--- src/rtl/dtcm_arb_pkg.sv ---
// Shared types and defaults for the DTCM CPU/DMA arbiter.
package dtcm_arb_pkg;

    typedef enum logic [1:0] {
        OWN_NONE = 2'd0,
        OWN_CPU  = 2'd1,
        OWN_DMA  = 2'd2
    } owner_t;

    localparam int DTCM_ARB_MAX_WAIT_DEF = 8;
    localparam int DTCM_ARB_CNT_W        = 8;

endpackage

--- src/rtl/dtcm_arbiter_if.sv ---
// CPU, DMA and DTCM-side signals of the arbiter; slave = arbiter view, master = environment view.
interface dtcm_arbiter_if #(
    parameter int AW = 32
);
    // Handshake: cpu_en is a request for this cycle and must be held while cpu_stall=1;
    // dma_req is held stable until dma_gnt=1 (accepted in that same cycle); read data
    // returns one cycle after acceptance (cpu_rdata unqualified, dma_rdata with dma_rvalid).
    logic          cpu_en;
    logic [3:0]    cpu_wen;
    logic [AW-1:0] cpu_addr;
    logic [31:0]   cpu_wdata;
    logic [31:0]   cpu_rdata;
    logic          cpu_stall;

    logic          dma_req;
    logic [3:0]    dma_wen;
    logic [AW-1:0] dma_addr;
    logic [31:0]   dma_wdata;
    logic          dma_gnt;
    logic          dma_rvalid;
    logic [31:0]   dma_rdata;

    logic          mem_en;
    logic [3:0]    mem_wen;
    logic [AW-1:0] mem_addr;
    logic [31:0]   mem_wdata;
    logic [31:0]   mem_rdata;

    modport slave (
        input  cpu_en, cpu_wen, cpu_addr, cpu_wdata,
        output cpu_rdata, cpu_stall,
        input  dma_req, dma_wen, dma_addr, dma_wdata,
        output dma_gnt, dma_rvalid, dma_rdata,
        output mem_en, mem_wen, mem_addr, mem_wdata,
        input  mem_rdata
    );

    modport master (
        output cpu_en, cpu_wen, cpu_addr, cpu_wdata,
        input  cpu_rdata, cpu_stall,
        output dma_req, dma_wen, dma_addr, dma_wdata,
        input  dma_gnt, dma_rvalid, dma_rdata,
        input  mem_en, mem_wen, mem_addr, mem_wdata,
        output mem_rdata
    );

endinterface

--- src/rtl/dtcm_arb_starve.sv ---
// Saturating count of consecutive cycles a DMA request has gone ungranted.
module dtcm_arb_starve
    import dtcm_arb_pkg::*;
#(
    parameter int MAX_WAIT = DTCM_ARB_MAX_WAIT_DEF
) (
    input  logic                      clk,
    input  logic                      reset,
    input  logic                      req,
    input  logic                      gnt,
    output logic                      force_dma,
    output logic [DTCM_ARB_CNT_W-1:0] wait_cnt
);

    localparam logic [DTCM_ARB_CNT_W-1:0] CNT_MAX = DTCM_ARB_CNT_W'(MAX_WAIT);

    always_ff @(posedge clk) begin
        if (reset || !req || gnt) begin
            wait_cnt <= '0;
        end else if (wait_cnt != CNT_MAX) begin
            wait_cnt <= wait_cnt + 1'b1;
        end
    end

    assign force_dma = (wait_cnt == CNT_MAX);

endmodule

--- src/rtl/dtcm_arbiter.sv ---
// Fixed-priority CPU/DMA arbiter for the single-port DTCM with read-data steering.
// Optional DMA starvation guard enabled by defining DTCM_ARB_STARVE_EN.
module dtcm_arbiter
    import dtcm_arb_pkg::*;
#(
    parameter int AW       = 32,
    parameter int MAX_WAIT = DTCM_ARB_MAX_WAIT_DEF
) (
    input  logic                      clk,
    input  logic                      reset,
    dtcm_arbiter_if.slave             bus,
    output owner_t                    dbg_owner,
    output logic [DTCM_ARB_CNT_W-1:0] dbg_wait_cnt
);

    if (MAX_WAIT < 1 || MAX_WAIT > 255) begin : g_bad_max_wait
        $error("dtcm_arbiter: MAX_WAIT must be in 1..255");
    end

    logic   force_dma;
    logic   cpu_sel;
    logic   dma_sel;
    owner_t owner;

`ifdef DTCM_ARB_STARVE_EN
    dtcm_arb_starve #(
        .MAX_WAIT (MAX_WAIT)
    ) u_starve (
        .clk       (clk),
        .reset     (reset),
        .req       (bus.dma_req),
        .gnt       (dma_sel),
        .force_dma (force_dma),
        .wait_cnt  (dbg_wait_cnt)
    );
    assign bus.cpu_stall = bus.cpu_en & dma_sel;
`else
    assign force_dma     = 1'b0;
    assign dbg_wait_cnt  = '0;
    assign bus.cpu_stall = 1'b0;
`endif

    // Selection is gated by reset so nothing reaches the DTCM while in reset.
    always_comb begin
        cpu_sel = !reset && bus.cpu_en && !(force_dma && bus.dma_req);
        dma_sel = !reset && bus.dma_req && !cpu_sel;
    end

    always_comb begin
        bus.mem_en    = cpu_sel | dma_sel;
        bus.mem_wen   = '0;
        bus.mem_addr  = '0;
        bus.mem_wdata = '0;
        if (cpu_sel) begin
            bus.mem_wen   = bus.cpu_wen;
            bus.mem_addr  = bus.cpu_addr;
            bus.mem_wdata = bus.cpu_wdata;
        end else if (dma_sel) begin
            bus.mem_wen   = bus.dma_wen;
            bus.mem_addr  = bus.dma_addr;
            bus.mem_wdata = bus.dma_wdata;
        end
    end

    assign bus.dma_gnt = dma_sel;

    always_ff @(posedge clk) begin
        if (reset) begin
            owner <= OWN_NONE;
        end else if (cpu_sel && bus.cpu_wen == 4'd0) begin
            owner <= OWN_CPU;
        end else if (dma_sel && bus.dma_wen == 4'd0) begin
            owner <= OWN_DMA;
        end else begin
            owner <= OWN_NONE;
        end
    end

    // Masking with reset drops a response whose grant preceded a reset cycle.
    always_comb begin
        bus.cpu_rdata  = (owner == OWN_CPU && !reset) ? bus.mem_rdata : 32'd0;
        bus.dma_rdata  = (owner == OWN_DMA && !reset) ? bus.mem_rdata : 32'd0;
        bus.dma_rvalid = (owner == OWN_DMA && !reset);
    end

    assign dbg_owner = owner;

endmodule

--- src/flat_wrapper.sv ---
// flat-port wrapper written by rule: the top's interface ports become plain ports
module dtcm_arbiter_flat import dtcm_arb_pkg::*;
#(
    parameter int AW       = 32,
    parameter int MAX_WAIT = DTCM_ARB_MAX_WAIT_DEF
)
  (clk, reset, dbg_owner, dbg_wait_cnt, bus_cpu_en, bus_cpu_wen, bus_cpu_addr, bus_cpu_wdata, bus_cpu_rdata, bus_cpu_stall, bus_dma_req, bus_dma_wen, bus_dma_addr, bus_dma_wdata, bus_dma_gnt, bus_dma_rvalid, bus_dma_rdata, bus_mem_en, bus_mem_wen, bus_mem_addr, bus_mem_wdata, bus_mem_rdata);
  dtcm_arbiter_if #(.AW(AW)) bus_i ();
  input  logic clk;
  input  logic reset;
  output owner_t dbg_owner;
  output logic [DTCM_ARB_CNT_W-1:0] dbg_wait_cnt;
  input wire logic [$bits(bus_i.cpu_en)-1:0] bus_cpu_en;
  input wire logic [$bits(bus_i.cpu_wen)-1:0] bus_cpu_wen;
  input wire logic [$bits(bus_i.cpu_addr)-1:0] bus_cpu_addr;
  input wire logic [$bits(bus_i.cpu_wdata)-1:0] bus_cpu_wdata;
  output wire logic [$bits(bus_i.cpu_rdata)-1:0] bus_cpu_rdata;
  output wire logic [$bits(bus_i.cpu_stall)-1:0] bus_cpu_stall;
  input wire logic [$bits(bus_i.dma_req)-1:0] bus_dma_req;
  input wire logic [$bits(bus_i.dma_wen)-1:0] bus_dma_wen;
  input wire logic [$bits(bus_i.dma_addr)-1:0] bus_dma_addr;
  input wire logic [$bits(bus_i.dma_wdata)-1:0] bus_dma_wdata;
  output wire logic [$bits(bus_i.dma_gnt)-1:0] bus_dma_gnt;
  output wire logic [$bits(bus_i.dma_rvalid)-1:0] bus_dma_rvalid;
  output wire logic [$bits(bus_i.dma_rdata)-1:0] bus_dma_rdata;
  output wire logic [$bits(bus_i.mem_en)-1:0] bus_mem_en;
  output wire logic [$bits(bus_i.mem_wen)-1:0] bus_mem_wen;
  output wire logic [$bits(bus_i.mem_addr)-1:0] bus_mem_addr;
  output wire logic [$bits(bus_i.mem_wdata)-1:0] bus_mem_wdata;
  input wire logic [$bits(bus_i.mem_rdata)-1:0] bus_mem_rdata;
  assign bus_i.cpu_en = bus_cpu_en;
  assign bus_i.cpu_wen = bus_cpu_wen;
  assign bus_i.cpu_addr = bus_cpu_addr;
  assign bus_i.cpu_wdata = bus_cpu_wdata;
  assign bus_cpu_rdata = bus_i.cpu_rdata;
  assign bus_cpu_stall = bus_i.cpu_stall;
  assign bus_i.dma_req = bus_dma_req;
  assign bus_i.dma_wen = bus_dma_wen;
  assign bus_i.dma_addr = bus_dma_addr;
  assign bus_i.dma_wdata = bus_dma_wdata;
  assign bus_dma_gnt = bus_i.dma_gnt;
  assign bus_dma_rvalid = bus_i.dma_rvalid;
  assign bus_dma_rdata = bus_i.dma_rdata;
  assign bus_mem_en = bus_i.mem_en;
  assign bus_mem_wen = bus_i.mem_wen;
  assign bus_mem_addr = bus_i.mem_addr;
  assign bus_mem_wdata = bus_i.mem_wdata;
  assign bus_i.mem_rdata = bus_mem_rdata;
  dtcm_arbiter #(.AW(AW), .MAX_WAIT(MAX_WAIT)) u_core (.clk(clk), .reset(reset), .bus(bus_i), .dbg_owner(dbg_owner), .dbg_wait_cnt(dbg_wait_cnt));
endmodule
--- config.mk ---
export PLATFORM = sky130hd
export DESIGN_NAME = dtcm_arbiter_flat
export DESIGN_NICKNAME = d
export VERILOG_FILES = /design/src/rtl/dtcm_arb_pkg.sv /design/src/rtl/dtcm_arbiter_if.sv /design/src/rtl/dtcm_arb_starve.sv /design/src/rtl/dtcm_arbiter.sv /design/src/flat_wrapper.sv
export SDC_FILE = /design/constraint.sdc
export NUM_CORES = 1
export LEC_CHECK = 0
export ABC_AREA = 0
export CAP_MARGIN = 15
export CORE_AREA = 10 10 114 116
export DETAILED_ROUTE_END_ITERATION = 12
export DIE_AREA = 0 0 124 126
export DONT_BUFFER_PORTS = 1
export PLACE_DENSITY = 0.35
export SLEW_MARGIN = 0
export SYNTH_ARGS = -nofsm -noshare
export SYNTH_HDL_FRONTEND = slang
export SYNTH_SLANG_ARGS = --single-unit
--- constraint.sdc ---
create_clock -name clk -period 1.3 [get_ports clk]
set_input_delay 0.065 -clock clk [delete_from_list [all_inputs] [get_ports clk]]
set_output_delay 0.065 -clock clk [all_outputs]
set_load 0.05 [all_outputs]
Word level (Yosys, flattened, before mapping)

Cells that the tools add are included.

Flip-flop bits (word level): 2
Bits of input ports: 172
Output and inout port bits: 146
Logic and storage cells: 27

Eq/ne operators: 2
Mux-type cells: 10
Bitwise gates (word level): 1
Reductions and logical operators: 12

Operators with widths:

| operator           | number |
|---|---|
| $mux 32            | 6 |
| $logic_not 4->1    | 2 |
| $mux 4             | 2 |
| $logic_and 1x1->1  | 7 |
| $eq 2x1->1 const B | 1 |
| $eq 2x2->1 const B | 1 |
| $logic_not 1->1    | 2 |
| $mux 2             | 1 |
| $reduce_or 2->1    | 1 |
| $mux 1             | 1 |
| $or 1x1->1         | 1 |

Logic depth before layout (Yosys ltp)

Depth after elaboration: 7
Depth in mapped cells: 5
Depth with buffers taken out: 2

Worst setup path before layout

OpenSTA, ideal clock, no wires.

Path kind: register to output
From: reg u_core.owner[1], in the netlist u_core.dbg_owner[1]
To: out bus_dma_rdata[22]
Arrival time: 2.105 ns
Data required time: 1.235 ns
Setup slack: -0.870 ns
Stages on the path, launching flop included: 4
Path buffers: 1
Cells stage by stage: dfxtp_1 -> nor3b_2 -> clkbuf_1 -> and2_1

Longest elaborated chain between the ends: 3

RTL lines:

| item                   | line               | RTL |
|---|---|---|
| start, declared        | dtcm_arbiter.sv:23 | `owner_t owner;` |
| start signal, assigned | dtcm_arbiter.sv:69 | `owner <= OWN_NONE;` |
| start signal, assigned | dtcm_arbiter.sv:71 | `owner <= OWN_CPU;` |
| start signal, assigned | dtcm_arbiter.sv:73 | `owner <= OWN_DMA;` |
| $eq 2x2->1             | --                 |  |
| $logic_and 1x1->1      | --                 |  |
| via bus_dma_rvalid     | flat_wrapper.sv:24 | `output wire logic [$bits(bus_i.dma_rvalid)-1:0] bus_dma_rvalid;` |
| $mux 32                | dtcm_arbiter.sv:82 | `bus.dma_rdata = (owner == OWN_DMA && !reset) ? bus.mem_rdata : 32'd0;` |
| end, declared          | flat_wrapper.sv:25 | `output wire logic [$bits(bus_i.dma_rdata)-1:0] bus_dma_rdata;` |

The timed path passes the listed nets, and every way through them passes these cells.

Worst setup path after layout

From: reg u_core.owner[1], in the netlist u_core.dbg_owner[1]
To: out bus_dma_rdata[0]

Longest elaborated chain between the ends: 3

RTL lines:

| item              | line |
|---|---|
| $eq 2x2->1        | dtcm_arbiter.sv:82 |
| $logic_and 1x1->1 | dtcm_arbiter.sv:82 |
| $mux 32           | dtcm_arbiter.sv:82 |

No other way between the ends.

==> impl_metrics.toml <==
[hold_path]
hp-class = "input port to register"
min_path_cells = 2

[placement]
dp_slack_ps = 94.5
finalWeightedCongestion = 0.719
io_buffers = 0
place_area_mm2 = 0.00311

[clock_tree]
cts_made_buffers = 3
htreeDepth = 1
clock_sinks = 2
cts_buffer_depth = 2
cts_root_buffer = "clkbuf_8"
cts_tree = "built"
ctsHoldBuffers = 0
clk_pin_slew_worst_paths_ps = 30

[worst_setup_path]
path_common_cell = "buf_12"
cp-start-kind = "register"
crit_chain = "nor3b_4, buf_12, and2_4, buf_12"
worstPathMaxFanout = 17
required_ps = 1240
cpPeakStageDelay_ps = 350
path_class = "register to output port"
cp-end-kind = "output port"
arrival_ps = 1290
critical_path.endpoint = "bus_dma_rdata[0]"
slowest_stage = "dfxtp_4"
startpoint = "u_core.dbg_owner[1]"

[drt]
drc_errors = 0
drtPass1Iterations = 4
wirelength_mm = 9.98
drtIter0Drc = 69
avgViaCountPerCell = 4.56
wl_per_cell_um = 26.3
final_antenna_net_count = 0
vias = 1733

[finish]
syn_to_final_growth_pct = 138
fin_util = 0.298
multi_input_area_mm2 = 0.00129
final_cell_area_mm2 = 0.00318
nets = 414
regArea_um2 = 47.5
fill_cells = 1090
drive_above_1_share = 0.654
diodes = 0
largest_register_ffs = 2

[global_route]
grt_pass1_vias = 2010
grt_first_pass_wirelength_mm = 13.3
grt_remaining_overflow = 0
antenna_found_initial = 0
grt_start_max_net_pins = 47
grt_usage = 0.109

[outcome]
violations = "setup timing"
run_status = "finished, violations left"

[logic_synthesis]
synth_common_cells = "a22o_1 (68), and2_1 (66), clkbuf_1 (11)"
syn_area_mm2 = 0.00134
synth-seq-cells = 2
synthCells = 175
synthDominantCellAreaShare = 0.445
ys_warn_count = 0
yosysSeqAreaShare = 0.0299
async_reset_ff_frac = 0
syn_avg_cell_area_um2 = 7.64
synth-edff-count = 0
synth_flop_cell = "dfxtp_1"
ys_top_cells_by_area = "a22o_1 (45%), and2_1 (31%), buf_6 (7.6%)"
ys_types = 13
yosys.area.top_type = "a22o_1"
synth_most_common_cell = "a22o_1"

[timing]
max_freq_mhz = 739
period_share = 1.04
finalHoldViolCount = 0
rsz0062_at_grt = "true"
finalWorstSetupSlack_ps = -52.9
setup_violations = 60
period_needed_ps = 1350
slew_viol_final = 0

[floorplanning]
ios = 318
start_util = 0.125
die_y_um = 126
die_w_um = 124
placementRows = 38
core_area_mm2 = 0.0107
dieArea_mm2 = 0.0156

[pwr]
irDropWorstVdd_uv = 225
power.leakage_nw = 1.34
powerDensity_mw_per_mm2 = 527
fin_total_pwr_mw = 1.68

[job]
cap_violations = 0
## metal layers
metal / wire [um] / up-vias / GRT usage / part of all wire
li1: - / 758 / - / -
met4: 27 / 0 / 0.0122 / 0.0027
met2: 5410 / 187 / 0.214 / 0.54
met1: 2640 / 786 / 0.0915 / 0.26
met3: 1910 / 2 / 0.0657 / 0.19
met5: 0 / - / 0 / 0
## critical path, delay by kind of cell, from the launching register on
kind,cells,cell delay (ps)
simple gates,2,410
flops,1,350
buf+inv,2,310
## report_power, final
part           leakage, nW  switching [mW]  total (mW)  internal [mW]
registers           0.0177        0.000598      0.0593         0.0587
clock network       0.0216          0.0422       0.237          0.195
logic                 1.30           0.777        1.38          0.604
## area by class of cell
class | instances | area share
Clock buffer | 3 | 0.0130
Multi-Input combinational cell | 151 | 0.406
Sequential cell | 2 | 0.0149
Tap cell | 140 | 0.0550
Timing Repair Buffer | 84 | 0.511
## placed cells by master (no fill, tap or decap)
cell type,n
buf_6,2
buf_12,79
clkbuf_8,3
nor4_1,2
nor2b_4,1
and2_4,64
conb_1,9
buf_4,3
nor2_1,2
dfxtp_4,2
and2_1,2
nor3b_4,3
a22o_1,68
## worst min-delay path by stage
stage	from	end	slack [ps]
6_report	bus_dma_wen[3]	u_core.dbg_owner[1]	60
5_1_grt	bus_dma_wen[3]	u_core.dbg_owner[1]	60
4_1_cts	bus_dma_wen[3]	u_core.dbg_owner[1]	60
3_5_place_dp	bus_dma_wen[3]	u_core.dbg_owner[1]	270
3_3_place_gp	bus_dma_wen[3]	u_core.dbg_owner[1]	280
2_1_floorplan	bus_dma_wen[3]	u_core.dbg_owner[1]	260
## stage by stage
step                setup TNS, ps  hold slack, ps  instances
floorplan                       0             262        183
global placement                0             275        376
detailed placement              0             273        376
CTS                         -3010            57.1        381
global route                -4810            59.2        380
finish                       -997            61.0        380
## cells by family (layout without fill, tap and decap cells)
family	count (synthesis)	in the layout	synth area share
AO/OA/AOI/OAI	68	68	0.445
buffers and inverters	30	87	0.161
flip-flops	2	2	0.0299
other	1	9	0.00280
AND/OR/NAND/NOR	74	74	0.361
## timing repair
action                     in CTS  in global routing
buffers inserted                1                  0
gates cloned                    1                  0
gates resized for setup         7                  1
pin swaps                      27                 22
setup endpoints to repair      64                 65
Power figures use the tool's default switching activity.
